### config.mk
export PLATFORM = sky130hd
export DESIGN_NAME = reli_tx_mac_arb
export DESIGN_NICKNAME = d
export VERILOG_FILES = /design/src/rtl/reli_tx_pkg.sv /design/src/rtl/reli_tx_out_reg.sv /design/src/rtl/reli_tx_mac_arb.sv
export SDC_FILE = /design/constraint.sdc
export NUM_CORES = 1
export LEC_CHECK = 0
export BUFFER_PORTS_ARGS = -buffer_cell sky130_fd_sc_hd__buf_2
export CAP_MARGIN = 25
export CORE_AREA = 2 2 283 285
export DETAILED_ROUTE_END_ITERATION = 12
export DIE_AREA = 0 0 285 287
export SYNTH_ARGS = -nofsm -noshare
export SYNTH_HDL_FRONTEND = slang
export SYNTH_SLANG_ARGS = --single-unit
### constraint.sdc
create_clock -name clk -period 3.3 [get_ports clk]
set_input_delay 0.66 -clock clk [delete_from_list [all_inputs] [get_ports clk]]
set_output_delay 0.66 -clock clk [all_outputs]
set_load 0.005 [all_outputs]
### src/rtl/reli_tx_pkg.sv
// ---------------------------------------------------------------------------
// reli_tx_pkg
// Shared definitions for the reliability TX path in front of the MAC.
//   grant_t           : which source currently owns the MAC output stream
//   DEF_DATA_WIDTH    : default AXI-Stream tdata width
//   DEF_USER_WIDTH    : default AXI-Stream tuser width
//   DEF_CNT_WIDTH     : default statistics counter width
// ---------------------------------------------------------------------------
package reli_tx_pkg;

  typedef enum logic [1:0] {
    GNT_NONE = 2'd0,
    GNT_NEW  = 2'd1,
    GNT_RETX = 2'd2
  } grant_t;

  localparam int DEF_DATA_WIDTH = 128;
  localparam int DEF_USER_WIDTH = 71;
  localparam int DEF_CNT_WIDTH  = 32;

endpackage

### src/rtl/reli_tx_out_reg.sv
// ---------------------------------------------------------------------------
// reli_tx_out_reg
// Single-stage AXI-Stream register feeding the MAC. Carries
// {tdata, tkeep, tlast, tuser, tretx}. It accepts a new beat whenever the
// output slot is empty or being drained in the same cycle.
//   clk, rst_n          : clock, asynchronous active-low reset
//   in_t*               : beat from the arbiter mux (in_tready is an output)
//   in_tretx            : beat belongs to a retransmitted frame
//   m_axis_t*           : registered stream towards the MAC
//   m_axis_tretx        : registered retx marker, aligned with the beat
// ---------------------------------------------------------------------------
module reli_tx_out_reg
  import reli_tx_pkg::*;
#(
  parameter int DATA_WIDTH = DEF_DATA_WIDTH,
  parameter int KEEP_WIDTH = DATA_WIDTH / 8,
  parameter int USER_WIDTH = DEF_USER_WIDTH
) (
  input  logic                  clk,
  input  logic                  rst_n,
  input  logic [DATA_WIDTH-1:0] in_tdata,
  input  logic [KEEP_WIDTH-1:0] in_tkeep,
  input  logic                  in_tvalid,
  output logic                  in_tready,
  input  logic                  in_tlast,
  input  logic [USER_WIDTH-1:0] in_tuser,
  input  logic                  in_tretx,
  output logic [DATA_WIDTH-1:0] m_axis_tdata,
  output logic [KEEP_WIDTH-1:0] m_axis_tkeep,
  output logic                  m_axis_tvalid,
  input  logic                  m_axis_tready,
  output logic                  m_axis_tlast,
  output logic [USER_WIDTH-1:0] m_axis_tuser,
  output logic                  m_axis_tretx
);

  // Low while reset is asserted so that no upstream beat is accepted
  // (tready must read 0 during reset even if upstream still drives tvalid).
  logic run;

  always_ff @(posedge clk or negedge rst_n) begin
    if (!rst_n) begin
      run <= 1'b0;
    end else begin
      run <= 1'b1;
    end
  end

  assign in_tready = run && (!m_axis_tvalid || m_axis_tready);

  // The payload only moves when the slot is free, so a stalled beat keeps
  // its data stable until the MAC takes it.
  always_ff @(posedge clk or negedge rst_n) begin
    if (!rst_n) begin
      m_axis_tvalid <= 1'b0;
      m_axis_tdata  <= '0;
      m_axis_tkeep  <= '0;
      m_axis_tlast  <= 1'b0;
      m_axis_tuser  <= '0;
      m_axis_tretx  <= 1'b0;
    end else if (in_tready) begin
      m_axis_tvalid <= in_tvalid;
      if (in_tvalid) begin
        m_axis_tdata <= in_tdata;
        m_axis_tkeep <= in_tkeep;
        m_axis_tlast <= in_tlast;
        m_axis_tuser <= in_tuser;
        m_axis_tretx <= in_tretx;
      end
    end
  end

endmodule

### src/rtl/reli_tx_mac_arb.sv
// ---------------------------------------------------------------------------
// reli_tx_mac_arb
// Frame-level arbiter between fresh traffic and retransmitted frames, driving
// one AXI-Stream master into the MAC. Retransmissions win, but after
// RETX_BURST_MAX consecutive retx grants with a fresh frame waiting, the
// fresh frame goes next. Frames are never interleaved, split or dropped.
//   clk, rst_n          : clock, asynchronous active-low reset
//   s_axis_new_*        : fresh frames from the TX pipeline
//   s_axis_retx_*       : replayed frames from the retransmit buffer
//   m_axis_*            : merged stream into the MAC
//   m_axis_tretx        : high on every beat of a retx-sourced frame
//   reliable_enable     : 0 blocks new retx grants (current frame completes)
//   stat_new_frames     : fresh frames accepted (wrapping)
//   stat_retx_frames    : retx frames accepted (wrapping)
//   busy                : a frame is in progress or the output holds a beat
// ---------------------------------------------------------------------------
module reli_tx_mac_arb
  import reli_tx_pkg::*;
#(
  parameter int DATA_WIDTH     = DEF_DATA_WIDTH,
  parameter int KEEP_WIDTH     = DATA_WIDTH / 8,
  parameter int USER_WIDTH     = DEF_USER_WIDTH,
  parameter int RETX_BURST_MAX = 4,
  parameter int CNT_WIDTH      = DEF_CNT_WIDTH
) (
  input  logic                  clk,
  input  logic                  rst_n,
  input  logic [DATA_WIDTH-1:0] s_axis_new_tdata,
  input  logic [KEEP_WIDTH-1:0] s_axis_new_tkeep,
  input  logic                  s_axis_new_tvalid,
  output logic                  s_axis_new_tready,
  input  logic                  s_axis_new_tlast,
  input  logic [USER_WIDTH-1:0] s_axis_new_tuser,
  input  logic [DATA_WIDTH-1:0] s_axis_retx_tdata,
  input  logic [KEEP_WIDTH-1:0] s_axis_retx_tkeep,
  input  logic                  s_axis_retx_tvalid,
  output logic                  s_axis_retx_tready,
  input  logic                  s_axis_retx_tlast,
  input  logic [USER_WIDTH-1:0] s_axis_retx_tuser,
  output logic [DATA_WIDTH-1:0] m_axis_tdata,
  output logic [KEEP_WIDTH-1:0] m_axis_tkeep,
  output logic                  m_axis_tvalid,
  input  logic                  m_axis_tready,
  output logic                  m_axis_tlast,
  output logic [USER_WIDTH-1:0] m_axis_tuser,
  output logic                  m_axis_tretx,
  input  logic                  reliable_enable,
  output logic [CNT_WIDTH-1:0]  stat_new_frames,
  output logic [CNT_WIDTH-1:0]  stat_retx_frames,
  output logic                  busy
);

  localparam int BW = $clog2(RETX_BURST_MAX + 1);
  localparam logic [BW-1:0] BURST_MAX = BW'(RETX_BURST_MAX);

  grant_t          state;
  grant_t          state_nxt;
  grant_t          src;
  logic [BW-1:0]   burst_cnt;

  logic [DATA_WIDTH-1:0] mux_tdata;
  logic [KEEP_WIDTH-1:0] mux_tkeep;
  logic                  mux_tvalid;
  logic                  mux_tlast;
  logic [USER_WIDTH-1:0] mux_tuser;
  logic                  out_free;
  logic                  accept;
  logic                  grant_evt;

  // Source selection. While a frame is in flight the owner is the state
  // itself; only in NONE is a fresh choice made, combinationally, so the
  // first beat of the chosen frame moves in the same cycle.
  always_comb begin
    src = state;
    if (state == GNT_NONE) begin
      if (s_axis_retx_tvalid && reliable_enable &&
          !(s_axis_new_tvalid && (burst_cnt == BURST_MAX))) begin
        src = GNT_RETX;
      end else if (s_axis_new_tvalid) begin
        src = GNT_NEW;
      end else begin
        src = GNT_NONE;
      end
    end
  end

  always_comb begin
    mux_tdata  = s_axis_new_tdata;
    mux_tkeep  = s_axis_new_tkeep;
    mux_tlast  = s_axis_new_tlast;
    mux_tuser  = s_axis_new_tuser;
    mux_tvalid = 1'b0;
    case (src)
      GNT_NEW: begin
        mux_tvalid = s_axis_new_tvalid;
      end
      GNT_RETX: begin
        mux_tdata  = s_axis_retx_tdata;
        mux_tkeep  = s_axis_retx_tkeep;
        mux_tlast  = s_axis_retx_tlast;
        mux_tuser  = s_axis_retx_tuser;
        mux_tvalid = s_axis_retx_tvalid;
      end
      default: begin
        mux_tvalid = 1'b0;
      end
    endcase
  end

  assign s_axis_new_tready  = (src == GNT_NEW)  && out_free;
  assign s_axis_retx_tready = (src == GNT_RETX) && out_free;
  assign accept             = mux_tvalid && out_free;
  assign grant_evt          = (state == GNT_NONE) && accept;

  // A single-beat frame never leaves NONE, which keeps back-to-back
  // single-beat frames from either source at one beat per cycle.
  always_comb begin
    state_nxt = state;
    case (state)
      GNT_NONE: begin
        if (accept && !mux_tlast) begin
          state_nxt = src;
        end
      end
      GNT_NEW, GNT_RETX: begin
        if (accept && mux_tlast) begin
          state_nxt = GNT_NONE;
        end
      end
      default: begin
        state_nxt = GNT_NONE;
      end
    endcase
  end

  always_ff @(posedge clk or negedge rst_n) begin
    if (!rst_n) begin
      state <= GNT_NONE;
    end else begin
      state <= state_nxt;
    end
  end

  // Burst counter only advances while fresh traffic is actually waiting,
  // so an idle fresh source never costs retx bandwidth.
  always_ff @(posedge clk or negedge rst_n) begin
    if (!rst_n) begin
      burst_cnt <= '0;
    end else if (grant_evt) begin
      if (src == GNT_NEW) begin
        burst_cnt <= '0;
      end else if ((src == GNT_RETX) && s_axis_new_tvalid &&
                   (burst_cnt != BURST_MAX)) begin
        burst_cnt <= burst_cnt + 1'b1;
      end
    end
  end

  always_ff @(posedge clk or negedge rst_n) begin
    if (!rst_n) begin
      stat_new_frames  <= '0;
      stat_retx_frames <= '0;
    end else if (accept && mux_tlast) begin
      if (src == GNT_NEW) begin
        stat_new_frames <= stat_new_frames + 1'b1;
      end else if (src == GNT_RETX) begin
        stat_retx_frames <= stat_retx_frames + 1'b1;
      end
    end
  end

  assign busy = (state != GNT_NONE) || m_axis_tvalid;

  reli_tx_out_reg #(
    .DATA_WIDTH (DATA_WIDTH),
    .KEEP_WIDTH (KEEP_WIDTH),
    .USER_WIDTH (USER_WIDTH)
  ) u_out_reg (
    .clk           (clk),
    .rst_n         (rst_n),
    .in_tdata      (mux_tdata),
    .in_tkeep      (mux_tkeep),
    .in_tvalid     (mux_tvalid),
    .in_tready     (out_free),
    .in_tlast      (mux_tlast),
    .in_tuser      (mux_tuser),
    .in_tretx      (src == GNT_RETX),
    .m_axis_tdata  (m_axis_tdata),
    .m_axis_tkeep  (m_axis_tkeep),
    .m_axis_tvalid (m_axis_tvalid),
    .m_axis_tready (m_axis_tready),
    .m_axis_tlast  (m_axis_tlast),
    .m_axis_tuser  (m_axis_tuser),
    .m_axis_tretx  (m_axis_tretx)
  );

endmodule

==> flow_metrics.tcl <==
set metrics [dict create \
    synth-seq-cells 288 \
    worst_pin_slew_ps 636 \
    io_pins 723 \
    root_buffer "clkbuf_16" \
    finalCritPeriodShare_pct 92.9 \
    setup_violations 0 \
    min_path_type "input pin to asynchronous set/reset pin" \
    critPathMaxStageDelay_ps 440 \
    gp_congestion 0.874 \
    ir_worst_vdd_mv 0.348 \
    grt_pass1_vias 11700 \
    worstPathCellList "inv_2 -> ha_4 -> nand2_1 -> a31oi_2 -> nand2b_1 -> inv_1 -> ha_4 -> buf_16 -> and3_1 -> buf_2" \
    synth_area_per_cell_sq_um 10.8 \
    critPathBufInv 4 \
    grt_max_degree 79 \
    clockBufferDepth 3 \
    cp_slowest_cell "dfrtp_1" \
    placedInstanceArea_sq_mm 0.0186 \
    dp_cells 3009 \
    end_kind "output port" \
    first_pass_iters 4 \
    syn_area_sq_mm 0.0137 \
    synth_xor_area_share_pct 3.97 \
    slew_viol_final 0 \
    synthMuxAreaShare_pct 16.1 \
    path_max_fanout 20 \
    route.detailed.drc 0 \
    seqPwrFrac_pct 39.7 \
    path_clk_slew_ps 60 \
    r2r_slack_ps 430 \
    via_per_inst 3.89 \
    worst_slack_ps 235 \
    required_ps 2640 \
    rows 103 \
    seq_area_sq_mm 0.00721 \
    pre_cts_slack_ps 258 \
    cp_data_arrival_time_ps 2400 \
    final_nets 2445 \
    tritoncts "yes" \
    ant_nets 0 \
    num_vias 12000 \
    core-area_sq_mm 0.0786 \
    grt_usage_pct 10.5 \
    seq_area_frac_synth_pct 52.7 \
    syn_nets 1717 \
    rsz0062_at_grt "false" \
    p_sw_uw 4770 \
    switching_share_pct 33.7 \
    wl_mm 45.9 \
    reg2reg_from "state[1]$_DFFE_PN0P_" \
    crit_family "buffers and inverters" \
    power_density_mw_per_mm2 713 \
    synthAdderAreaFrac_pct 0.640 \
    status "completed" \
    fin_crit_ps 3060 \
    synth_compound_area_share_pct 9.50 \
    syn_inst 1272 \
    antenna_found_initial 4 \
    drive_gt1_share_pct 43.2 \
    grt_pass1_wl_mm 67.3 \
    die_h_microns 287 \
    postSynth.asyncResetShare_pct 100 \
    pwr-share-comb_pct 32.7 \
    cts_buffers 36 \
    wire_per_inst_microns 14.9 \
    area_growth_syn_to_layout_pct 44.9 \
    ys_warn_count 0 \
    tns_ps 0 \
    initialDrtViolationCount 538 \
    drv_cap 0 \
    p_int_uw 9390 \
    clkPwrFrac_pct 27.6 \
    die_x_microns 285 \
    r2r_cells 13 \
    fillers 8455 \
    timing.critical_path.mode_cell "ha_4" \
    power.static_leakage_uw 0.00913 \
    yosysUniqueCellTypes 51 \
    instances_no_fill 3078 \
    clkLatencyLatePin_ps 550 \
    fin_area_sq_mm 0.0198 \
    grt_overflow 0 \
    path_class "register to output port" \
    cts.htree.levels 2 \
    port_buffers 722 \
    clkSinkCount 288 \
    synth_top_family_by_area "multiplexers" \
    critPathLaunchType "register" \
    slew_headroom_pct 57.2 \
    finalHoldViolations 0 \
    dieArea_sq_mm 0.0818 \
    start_util_pct 17.4 \
    fin_skew_ps 18.7 \
    fmaxAchievable_ghz 0.326 \
    synth_edf_count 0 \
    multiInputGateArea_sq_mm 0.00596 \
    ys.flop_type "dfrtp_1" \
    yosys.area_share.simple_pct 13.1 \
    r2r_end "stat_retx_frames[22]$_DFFE_PN0P_" \
    place_hpwl_mm 36.5 \
]
-- cell families (layout without fill, tap and decap cells) --
| logic type | count (synthesis) | count (layout) |
|---|---|---|
| multiplexers | 219 | 219 |
| AND/OR/NAND/NOR | 376 | 376 |
| adder cells (fa/ha/maj) | 7 | 7 |
| buffers and inverters | 89 | 841 |
| flip-flops | 288 | 288 |
| AO/OA/AOI/OAI | 230 | 230 |
| XOR/XNOR | 62 | 62 |
| other | 1 | 5 |
-- worst max-delay path by stage --
stage / from / end / slack, ps / cells past startpoint
2_1_floorplan: state[1]$_DFFE_PN0P_ / s_axis_retx_tready / 280 / 13
3_3_place_gp: state[1]$_DFFE_PN0P_ / stat_retx_frames[20]$_DFFE_PN0P_ / 310 / 9
3_5_place_dp: state[1]$_DFFE_PN0P_ / stat_retx_frames[22]$_DFFE_PN0P_ / 260 / 9
4_1_cts: state[1]$_DFFE_PN0P_ / s_axis_retx_tready / 10 / 8
5_1_grt: state[1]$_DFFE_PN0P_ / s_axis_new_tready / 60 / 8
6_report: state[1]$_DFFE_PN0P_ / s_axis_retx_tready / 240 / 10
-- worst reg2reg max path, stage by stage, from the launching register on --
cell and delay, ps:
dfrtp_1 440, inv_2 110, ha_4 190, nand2_1 70, a31oi_2 150, nand2b_1 160
inv_1 80, ha_4 180, buf_4 150, mux2_2 300, nand3_4 170, nor3_4 420
nand4_1 180, xnor2_1 150
-- cell usage after synthesis (5+ instances only) --
cell type  count  area (sq um)
nand3_1       28           140
clkbuf_1      19          71.3
ha_1           7          87.6
buf_4         10          75.1
nand2b_1       5          31.3
buf_6         18           203
a21oi_1      188           941
a21oi_2       28           245
nor2_1       229           860
buf_2         28           140
nand4_1       22           138
and3_1        12          75.1
xnor2_1       43           377
dfrtp_1      288          7210
nor4_1         6          37.5
mux2i_1      215          2150
nor3_1        14          70.1
nand2_1       27           101
xor2_1        19           166
inv_1         13          48.8
-- cell type report --
| cell class | instances | share of cell area (%) |
|---|---|---|
| Sequential cell | 288 | 36.3 |
| Multi-Input combinational cell | 895 | 30.1 |
| Timing Repair Buffer | 766 | 20.8 |
| Tap cell | 1050 | 6.62 |
| Clock buffer | 49 | 5.04 |
| Clock inverter | 13 | 0.833 |
| Inverter | 13 | 0.246 |
| Antenna cell | 4 | 0.0505 |
-- flip-flops by register name, summed over array words and instances (netlist names) --
signal                   flops
u_out_reg.m_axis_tlast       1
u_out_reg.run                1
u_out_reg.m_axis_tkeep      16
u_out_reg.m_axis_tdata     128
u_out_reg.m_axis_tuser      71
stat_retx_frames            32
u_out_reg.m_axis_tvalid      1
stat_new_frames             32
u_out_reg.m_axis_tretx       1
state                        2
burst_cnt                    3
-- layout by cell type (no fill, tap or decap), types with 4 or more instances in the layout --
master | netlist | final
buf_2 | 28 | 721
dfrtp_1 | 288 | 288
nor2_1 | 229 | 229
mux2i_1 | 215 | 215
a21oi_1 | 188 | 188
xnor2_1 | 43 | 43
clkbuf_16 | 0 | 37
buf_4 | 10 | 31
nand3_1 | 28 | 28
a21oi_2 | 28 | 28
nand2_1 | 27 | 27
nand4_1 | 22 | 22
xor2_1 | 19 | 19
nor3_1 | 14 | 14
and3_1 | 12 | 12
inv_1 | 13 | 12
buf_12 | 1 | 11
clkbuf_1 | 19 | 8
nor4_1 | 6 | 6
nand2b_1 | 5 | 5
ha_1 | 7 | 5
clkbuf_8 | 0 | 5
diode_2 | 0 | 4
mux2_2 | 4 | 4
and4_1 | 4 | 4
-- metrics by stage --
| stage | utilization (%) | power, uW | hold WS (ps) |
|---|---|---|---|
| 5_1_grt | 25.2 | 15200 | 123 |
| 2_1_floorplan | - | 7890 | 364 |
| 3_5_place_dp | 23.7 | 10300 | 470 |
| 3_3_place_gp | 23.7 | 10200 | 460 |
| 4_1_cts | 25.1 | 14400 | 78.6 |
| 6_report | 25.2 | 14200 | 99.9 |
-- power by group through the flow --
stage / Clock, uW / Sequential, uW / Combinational, uW
floorplan: 0 / 5730 / 2160
global placement: 0 / 5630 / 4610
detailed placement: 0 / 5640 / 4700
CTS: 4090 / 5630 / 4700
global route: 4210 / 5800 / 5150
finish: 3910 / 5610 / 4630
-- per-layer routing --
layer	up-vias	track usage, %	routed length (microns)
met5	-	0	0
met4	0	5.45	2010
met3	83	1.88	2510
met2	433	17.6	22200
met1	5568	12.9	19100
li1	5897	-	-
-- what timing repair did --
item / CTS / global route
gates resized for setup: 2 / 5
pin swaps: 0 / 0
hold buffers: 0 / 0
setup buffers: 0 / 2
endpoints found under the setup margin: 1 / 2
cloned: 0 / 1
Note: power is estimated with default switching activity, not from simulation.
